### src/rtl/pu_multi_lane_controller.sv
// pu_multi_lane_controller: sequences NUM_LANES PU lanes through buffer fill, operation and drain
// Inputs : clock, reset (sync, active-high), start, abort, lane_mask, and per-lane MPE/buffer
//          status (mpe_out_ready, mpe_busy, weight_valid, unique_*, new_weight, rep_*, is_index,
//          idx_filled, lane_finished).
// Outputs: per-lane enables for MPE/unique/rep/idx, sticky lane_done, busy, done pulse,
//          sticky timeout_err, op_cycles (saturating OPERATE-cycle count), state_o.
module pu_multi_lane_controller #(
  parameter int NUM_LANES    = 4,
  parameter int FILL_TIMEOUT = 255,
  parameter int CNT_W        = 16
) (
  input  logic                 clock,
  input  logic                 reset,
  input  logic                 start,
  input  logic                 abort,
  input  logic [NUM_LANES-1:0] lane_mask,
  input  logic [NUM_LANES-1:0] mpe_out_ready,
  input  logic [NUM_LANES-1:0] mpe_busy,
  input  logic [NUM_LANES-1:0] weight_valid,
  input  logic [NUM_LANES-1:0] unique_busy,
  input  logic [NUM_LANES-1:0] unique_filled,
  input  logic [NUM_LANES-1:0] new_weight,
  input  logic [NUM_LANES-1:0] rep_busy,
  input  logic [NUM_LANES-1:0] rep_filled,
  input  logic [NUM_LANES-1:0] is_index,
  input  logic [NUM_LANES-1:0] idx_filled,
  input  logic [NUM_LANES-1:0] lane_finished,
  output logic [NUM_LANES-1:0] mpe_enable,
  output logic [NUM_LANES-1:0] unique_enable,
  output logic [NUM_LANES-1:0] rep_enable,
  output logic [NUM_LANES-1:0] idx_enable,
  output logic [NUM_LANES-1:0] lane_done,
  output logic                 busy,
  output logic                 done,
  output logic                 timeout_err,
  output logic [CNT_W-1:0]     op_cycles,
  output logic [2:0]           state_o
);
  localparam int TW = $clog2(FILL_TIMEOUT + 1);
  typedef enum logic [2:0] {IDLE = 3'd0, FILL = 3'd1, OPERATE = 3'd2, DRAIN = 3'd3, DONE = 3'd4} state_t;
  state_t               state_q, state_d;
  logic [NUM_LANES-1:0] mask_q, mask_d, lane_done_q, lane_done_d;
  logic                 timeout_err_q, timeout_err_d;
  logic [CNT_W-1:0]     op_cycles_q, op_cycles_d;
  logic [TW-1:0]        fill_timer_q, fill_timer_d;
  logic [NUM_LANES-1:0] act;
  logic                 fill_ok, all_fin, run;
  // unmasked lanes never hold up fill completion or the move to DRAIN
  assign fill_ok = &(~mask_q | (rep_filled & unique_filled & idx_filled));
  assign all_fin = &(~mask_q | lane_done_q | lane_finished);
  assign run     = state_q inside {FILL, OPERATE, DRAIN};
  // abort silences every lane in the same cycle it is raised
  assign act     = (run && !abort) ? mask_q & ~lane_done_q : '0;
  always_ff @(posedge clock) begin
    if (reset) begin
      state_q       <= IDLE;
      mask_q        <= '0;
      lane_done_q   <= '0;
      timeout_err_q <= 1'b0;
      op_cycles_q   <= '0;
      fill_timer_q  <= '0;
    end else begin
      state_q       <= state_d;
      mask_q        <= mask_d;
      lane_done_q   <= lane_done_d;
      timeout_err_q <= timeout_err_d;
      op_cycles_q   <= op_cycles_d;
      fill_timer_q  <= fill_timer_d;
    end
  end
  always_comb begin
    state_d       = state_q;
    mask_d        = mask_q;
    lane_done_d   = lane_done_q;
    timeout_err_d = timeout_err_q;
    op_cycles_d   = op_cycles_q;
    fill_timer_d  = fill_timer_q;
    case (state_q)
      IDLE: if (start) begin
        mask_d        = lane_mask;
        lane_done_d   = '0;
        op_cycles_d   = '0;
        fill_timer_d  = '0;
        timeout_err_d = 1'b0;
        state_d       = |lane_mask ? FILL : DONE;
      end
      FILL: begin
        fill_timer_d = fill_timer_q + TW'(1);
        // a fill completing on the timeout cycle still wins; abort suppresses the error flag
        if (fill_ok) state_d = OPERATE;
        else if (fill_timer_q == TW'(FILL_TIMEOUT - 1)) begin
          state_d       = IDLE;
          timeout_err_d = ~abort;
        end
      end
      OPERATE: begin
        op_cycles_d = &op_cycles_q ? op_cycles_q : op_cycles_q + CNT_W'(1);
        lane_done_d = lane_done_q | (lane_finished & mask_q);
        if (all_fin) state_d = DRAIN;
      end
      DRAIN:   if (~|(mpe_busy & mask_q)) state_d = DONE;
      DONE:    state_d = IDLE;
      default: state_d = IDLE;
    endcase
    if (run && abort) state_d = IDLE;
  end
  always_comb begin
    rep_enable    = act & (state_q == FILL ? ~rep_filled : state_q == OPERATE ? is_index & ~unique_busy : '0);
    unique_enable = act & (state_q == FILL ? ~unique_filled : state_q == OPERATE ? new_weight & mpe_out_ready : '0);
    idx_enable    = act & (state_q == FILL ? ~idx_filled : state_q == OPERATE ? ~rep_busy : '0);
    mpe_enable    = act & (state_q == OPERATE ? weight_valid : '0);
    lane_done     = lane_done_q;
    busy          = state_q != IDLE;
    done          = state_q == DONE;
    timeout_err   = timeout_err_q;
    op_cycles     = op_cycles_q;
    state_o       = state_q;
  end
endmodule

### config.mk
export PLATFORM = sky130hd
export DESIGN_NAME = pu_multi_lane_controller
export DESIGN_NICKNAME = d
export VERILOG_FILES = /design/src/rtl/pu_multi_lane_controller.sv
export SDC_FILE = /design/constraint.sdc
export NUM_CORES = 1
export LEC_CHECK = 0
export CAP_MARGIN = 20
export CORE_ASPECT_RATIO = 0.75
export CORE_MARGIN = 10
export CORE_UTILIZATION = 38
export CTS_CLUSTER_DIAMETER = 40
export DETAILED_ROUTE_END_ITERATION = 16
export GPL_TIMING_DRIVEN = 1
export PLACE_DENSITY = 0.76
export SLEW_MARGIN = 15
export SYNTH_ARGS = -nofsm -noshare
export SYNTH_HDL_FRONTEND = slang
export SYNTH_SLANG_ARGS = --single-unit
### constraint.sdc
create_clock -name clock -period 1.9 [get_ports clock]
set_input_delay 0.475 -clock clock [delete_from_list [all_inputs] [get_ports clock]]
set_output_delay 0.475 -clock clock [all_outputs]
set_load 0.1 [all_outputs]
==> results_dict.tcl, run 1 <==
set metrics [dict create \
    clk_latency_ns 0.30 \
    avgViaCountPerCell 5.92 \
    comb_power_share_pct 66.3 \
    synth_fa_ha_area_share_pct 1.72 \
    dr.pass1.iters 5 \
    hold_ws_ns 0.518 \
    clock_skew_ns 0.0124 \
    die_width_um 107 \
    drv_cap 0 \
    grt_pass1_wl_mm 14.9 \
    final_cells 503 \
    pwr-share-seq_pct 20.9 \
    grtUsageTotal_pct 19.9 \
    p_int_w 0.00236 \
    path_clk_slew_ns 0.08 \
    htreeDepth 2 \
    cp.arrival_ns 1.75 \
    dpl_worst_slack_ns -0.419 \
    wire_per_inst_um 22.1 \
    syn_area_per_cell_um2 7.73 \
    syn_to_final_growth_pct 113 \
    cts_max_path_buffers 2 \
    rsz0062_at_grt "yes" \
    synthesis.instances 282 \
    p_clk_share_pct 12.7 \
    hold_viol 0 \
    synth-simple-area-share_pct 34.4 \
    ir_drop_v 0.000677 \
    crit_path_start "state_o[2]" \
    synth_mux_area_share_pct 2.41 \
    dp_cells 471 \
    grt_remaining_overflow 0 \
    start_kind "flop" \
    reg2reg_from "state_o[0]" \
    wl_mm 11.1 \
    setup_viol 24 \
    row_count 23 \
    ys_warn_count 0 \
    ys_ff_latch 36 \
    die_h_um 85.6 \
    async_flop_share_pct 0 \
    nNetsFinal 482 \
    timing.slew.headroom_pct 69.5 \
    hold_path_class "flop to flop" \
    fillers 233 \
    cts_sinks 36 \
    synth_ff_type "dfxtp_1" \
    power_w 0.00440 \
    n_antenna_cell 0 \
    synth_top_family_by_area "simple AND/OR/NAND/NOR gates" \
    yosys.area_share.xor_xnor_pct 2.41 \
    synth.cell_area_um2 2180 \
    violations "negative setup slack" \
    worst_pin_slew_ns 0.457 \
    cts-root-buf "clkbuf_8" \
    r2r_end "op_cycles[15]" \
    grt_antenna_before_repair 0 \
    numCtsBuffers 5 \
    initial_core_util_pct 40.1 \
    worst_slack_ns -0.322 \
    fin_crit_sh_pct 117 \
    crit_required_ns 1.42 \
    gp_congestion 0.873 \
    period_minus_slack_ns 2.22 \
    cp_max_fo 7 \
    pwr_density_cell_nw_per_um2 947 \
    drcViolationCount 0 \
    synth-compound-area-share_pct 22.0 \
    end_kind "primary output" \
    die_area_um2 9200 \
    grt_pass1_vias 2726 \
    p_sw_share_pct 46.4 \
    syn_nets 337 \
    setup.worst_path.class "flop to primary output" \
    ioPinCount 94 \
    synth_edf_count 0 \
    rr_worst_depth 7 \
    leakage_nw 1.66 \
    slew_violations 0 \
    place.port_buffers 93 \
    crit_end "idx_enable[0]" \
    status "finished with violations" \
    vias 2978 \
    p_switching_w 0.00204 \
    dp_hpwl_mm 6.96 \
    ys_types 52 \
    cts_tree "done" \
    drtAntennaViolNets 0 \
    grt_max_degree 15 \
    synth-seq-area-share_pct 33.1 \
    core_area_um2 5440 \
    fmaxAchievable_ghz 0.450 \
    rrSetupSlack_ns -0.09 \
    drive_above_1_share_pct 46.5 \
    drtIter0Drc 221 \
]
## synth_stat cells (2+ instances only)
cell       count  area [µm²]
nor2_1        51         191
dfxtp_1       36         721
nand2_1       27         101
a21oi_1       19        95.1
nand3_1       14        70.1
a31oi_1       13        81.3
clkbuf_1       8        30.0
nand3b_1       7        52.6
or3_1          7        43.8
nand4_1        6        37.5
o31ai_1        6        45.0
inv_1          5        18.8
o21ai_0        5        25.0
o21ai_1        5        25.0
and2_1         4        25.0
buf_2          4        20.0
nor3b_1        4        30.0
o22a_1         4        35.0
or4_1          4        30.0
xnor2_1        4        35.0
and3_1         3        18.8
ha_1           3        37.5
mux2i_1        3        30.0
nor2b_1        3        18.8
nor3_1         3        15.0
or2_2          3        18.8
a2111oi_2      2        30.0
a211oi_1       2        15.0
a21oi_2        2        17.5
a22oi_1        2        15.0
xor2_1         2        17.5
## layout make-up
class,instances,area [µm²],area share [%]
Timing Repair Buffer,150,1910,41.0
Tap cell,75,93.8,2.02
Clock buffer,5,68.8,1.48
Inverter,5,18.8,0.404
Sequential cell,36,796,17.1
Clock inverter,3,18.8,0.404
Multi-Input combinational cell,229,1750,37.5
## critical path: stages, from the launching register on
cell and delay [ns]:
dfxtp_4 0.40, or3b_4 0.49, o22a_1 0.25, nor2_4 0.13, buf_12 0.18
## through the flow
| stage | cell area, µm² | setup TNS, ns | utilization (%) |
|---|---|---|---|
| final | 4650 | -4.80 | 85.5 |
| after global routing | 4650 | -6.36 | 85.5 |
| after CTS | 4300 | -4.02 | 79.0 |
| after detailed placement | 4060 | -9.32 | 74.6 |
| after global placement | 4060 | -8.03 | 74.6 |
| after floorplan | 2430 | -9.29 | - |
## per-layer routing
| metal | global-route usage [%] | routed length, µm |
|---|---|---|
| met1 | 23.9 | 4460 |
| met2 | 35.8 | 5610 |
| met3 | 4.26 | 830 |
| met4 | 3.27 | 233 |
| met5 | 0 | 0 |
## cell usage in the layout (no fill, tap or decap), types with 3 or more instances in the layout
cell type         n
inv_1             5
nand3_1          12
dfxtp_2           3
or4_4             3
buf_4            36
buf_6            16
nor2b_1           3
buf_12           44
xnor2_1           4
a21oi_2           7
clkbuf_8          5
and2_1            3
o31ai_1           3
nand2_4           3
a31oi_2           3
o21ai_1           3
nor3b_1           4
dfxtp_1          14
or3_1             4
clkdlybuf4s50_1  50
a21oi_1          15
nor2_1           30
o21ai_0           5
nand4_1           6
nor2_4           17
mux2i_1           3
nand3b_1          7
dfxtp_4          19
nor2_2            4
nand2_1          22
o22a_1            4
a31oi_1          10
## power by group through the flow
stage               clock network [W]  registers [W]  logic [W]
CTS                          0.000550       0.000903    0.00241
finish                       0.000561       0.000921    0.00292
global placement                    0       0.000929    0.00208
floorplan                           0        0.00112    0.00118
global route                 0.000608       0.000925    0.00303
detailed placement                  0       0.000932    0.00214
## what timing repair did
| item | CTS | global route |
|---|---|---|
| pin swaps | 18 | 31 |
| buffers inserted | 7 | 14 |
| endpoints found under the setup margin | 17 | 32 |
| gates resized for setup | 19 | 46 |
| hold buffers | 0 | 0 |
| gates cloned | 2 | 2 |
## kinds of logic after synthesis
family                   count (synthesis)
flip-flops                              36
adder cells (fa/ha/maj)                  3
multiplexers                             5
AND/OR/NAND/NOR                        143
AO/OA/AOI/OAI                           70
XOR/XNOR                                 6
buffers and inverters                   19
## flip-flops by register name (all words and copies together) (netlist names)
signal	flops
op_cycles	16
fill_timer_q	8
lane_done	4
mask_q	4
state_o	3
timeout_err	1
## how the worst min path moves through the flow
stage | cells after the start | slack (ns) | from | end
after detailed placement | 2 | 0.50 | op_cycles[15] | op_cycles[15]
after global placement | 1 | 0.50 | fill_timer_q[4] | fill_timer_q[4]
after global routing | 2 | 0.54 | op_cycles[13] | op_cycles[13]
final | 2 | 0.52 | op_cycles[7] | op_cycles[7]
after CTS | 2 | 0.51 | op_cycles[15] | op_cycles[15]
after floorplan | 2 | 0.48 | mask_q[1] | mask_q[1]
No activity file was read; power rests on OpenSTA's default activity.
==> run 2, diff against run 1 <==
ABC_CLOCK_PERIOD_IN_PS = 1900   (was not set)
==> results of run 2 <==
Same layout as run 1: the final DEF is identical, and so are final timing and power.
==> run 3, diff against run 2 <==
CORE_MARGIN = 4   (was 10)
SLEW_MARGIN = not set   (was 15)
==> results_dict.tcl, run 3 (same netlist as run 1, synthesis figures left out) <==
set metrics [dict create \
    crit_required_ns 1.42 \
    hold_ws_ns 0.521 \
    placed_cell_area_um2 4100 \
    grt_remaining_overflow 0 \
    dr.pass1.iters 5 \
    hold_viol 0 \
    drive_above_1_share_pct 43.4 \
    grtUsageTotal_pct 24.0 \
    worst_pin_slew_ns 0.411 \
    cts_sinks 36 \
    cts-root-buf "clkbuf_8" \
    gp_congestion 0.829 \
    ir_drop_v 0.000653 \
    fin_tns_setup_ns -4.14 \
    cp_max_fo 6 \
    path_buf_inv 1 \
    reg2reg_from "state_o[0]" \
    die_width_um 95.5 \
    ioPinCount 94 \
    r2r_end "op_cycles[11]" \
    htreeDepth 2 \
    drtIter0Drc 208 \
    holdBufCountCts 0 \
    fmaxAchievable_ghz 0.457 \
    worst_slack_ns -0.288 \
    wire_per_inst_um 18.7 \
    critPathTopFamily "simple AND/OR/NAND/NOR gates" \
    nNetsFinal 473 \
    cp.arrival_ns 1.71 \
    rr_worst_depth 8 \
    dpl_worst_slack_ns -0.442 \
    syn_to_final_growth_pct 103 \
    grt_antenna_before_repair 0 \
    fin_crit_sh_pct 115 \
    violations "negative setup slack" \
    grt_pass1_wl_mm 12.9 \
    vias 2790 \
    period_minus_slack_ns 2.19 \
    setup_viol 24 \
    cts_tree "done" \
    drv_cap 0 \
    pwr_density_cell_nw_per_um2 908 \
    crit_end "unique_enable[2]" \
    wl_mm 9.25 \
    grt_max_degree 18 \
    clk_latency_ns 0.29 \
    mostFrequentLayoutCells "clkdlybuf4s50_1, buf_12, buf_4" \
    timing.slew.headroom_pct 72.4 \
    initial_core_util_pct 40.1 \
    path_clk_slew_ns 0.07 \
    drtAntennaViolNets 0 \
    die_h_um 73.6 \
    avgViaCountPerCell 5.65 \
    hold_path_class "flop to flop" \
    rrSetupSlack_ns -0.12 \
    layout_commonest_cell "clkdlybuf4s50_1" \
    start_kind "flop" \
    critPathSlowestCell "or3b_4" \
    grt_pass1_vias 2603 \
    cp.depth 5 \
    leakage_nw 1.57 \
    setup.worst_path.class "flop to primary output" \
    crit_chain "or3b_4 -> nor2_2 -> a31oi_1 -> nor2_4 -> buf_12" \
    die_area_um2 7020 \
    max_stage_delay_ns 0.48 \
    clock_skew_ns 0.00890 \
    place.port_buffers 93 \
    row_count 23 \
    final_core_util_pct 81.4 \
    slew_violations 0 \
    cts_max_path_buffers 2 \
    n_antenna_cell 0 \
    rsz0062_at_grt "yes" \
    largest_reg_flops 16 \
    dp_hpwl_mm 6.32 \
    status "finished with violations" \
    core_area_um2 5440 \
    fin_area_um2 4430 \
    end_kind "primary output" \
    numCtsBuffers 5 \
    crit_path_start "state_o[0]" \
    drcViolationCount 0 \
]
run 3: worst min path at each step:
stage,from,end,cells past startpoint
6_report,state_o[2],state_o[2],1
3_5_place_dp,state_o[2],state_o[2],1
2_1_floorplan,mask_q[1],mask_q[1],2
3_3_place_gp,state_o[2],state_o[2],1
5_1_grt,state_o[2],state_o[2],1
4_1_cts,state_o[2],state_o[2],1
run 3: worst register-to-register path: cells and delay by family, from the launching register on:
| kind | cells | cell delay (ns) |
|---|---|---|
| DFF | 1 | 0.38 |
| buffers and inverters | 4 | 0.54 |
| and+or+nand+nor | 2 | 0.83 |
| AOI/OAI and AO/OA | 2 | 0.20 |
run 3: report_power, final:
part | internal (W) | leakage [nW] | switching, W
registers | 0.000808 | 0.308 | 0.000108
clock network | 0.000257 | 0.0422 | 0.000278
logic | 0.00111 | 1.22 | 0.00146
total | 0.00218 | 1.57 | 0.00184
run 3: routing by layer:
metal | routed length, µm | share of wire, % | global-route usage, %
met5 | 0 | 0 | 0
met4 | 291 | 3.1 | 8.99
met3 | 618 | 6.7 | 5.94
met2 | 4480 | 48 | 39.6
met1 | 3860 | 42 | 30.3
run 3: area by class of cell:
type	instances	area, µm²
clock buffer	7	76.3
clock inverter	1	5.00
fill	286	1010
inverter	5	18.8
multi-input combinational	228	1640
sequential	36	796
tap	75	93.8
timing repair buffer	142	1800
run 3: what timing repair did:
item	CTS	global route
buffers inserted	3	8
pin swaps	12	22
cloned	1	0
resized for setup	18	30
endpoints found under the setup margin	17	27
run 3: per-stage QoR:
step / cells / power (W)
after global routing: 494 / 0.00419
after detailed placement: 475 / 0.00308
final: 494 / 0.00402
after floorplan: 282 / 0.00230
after global placement: 475 / 0.00304
after CTS: 487 / 0.00373
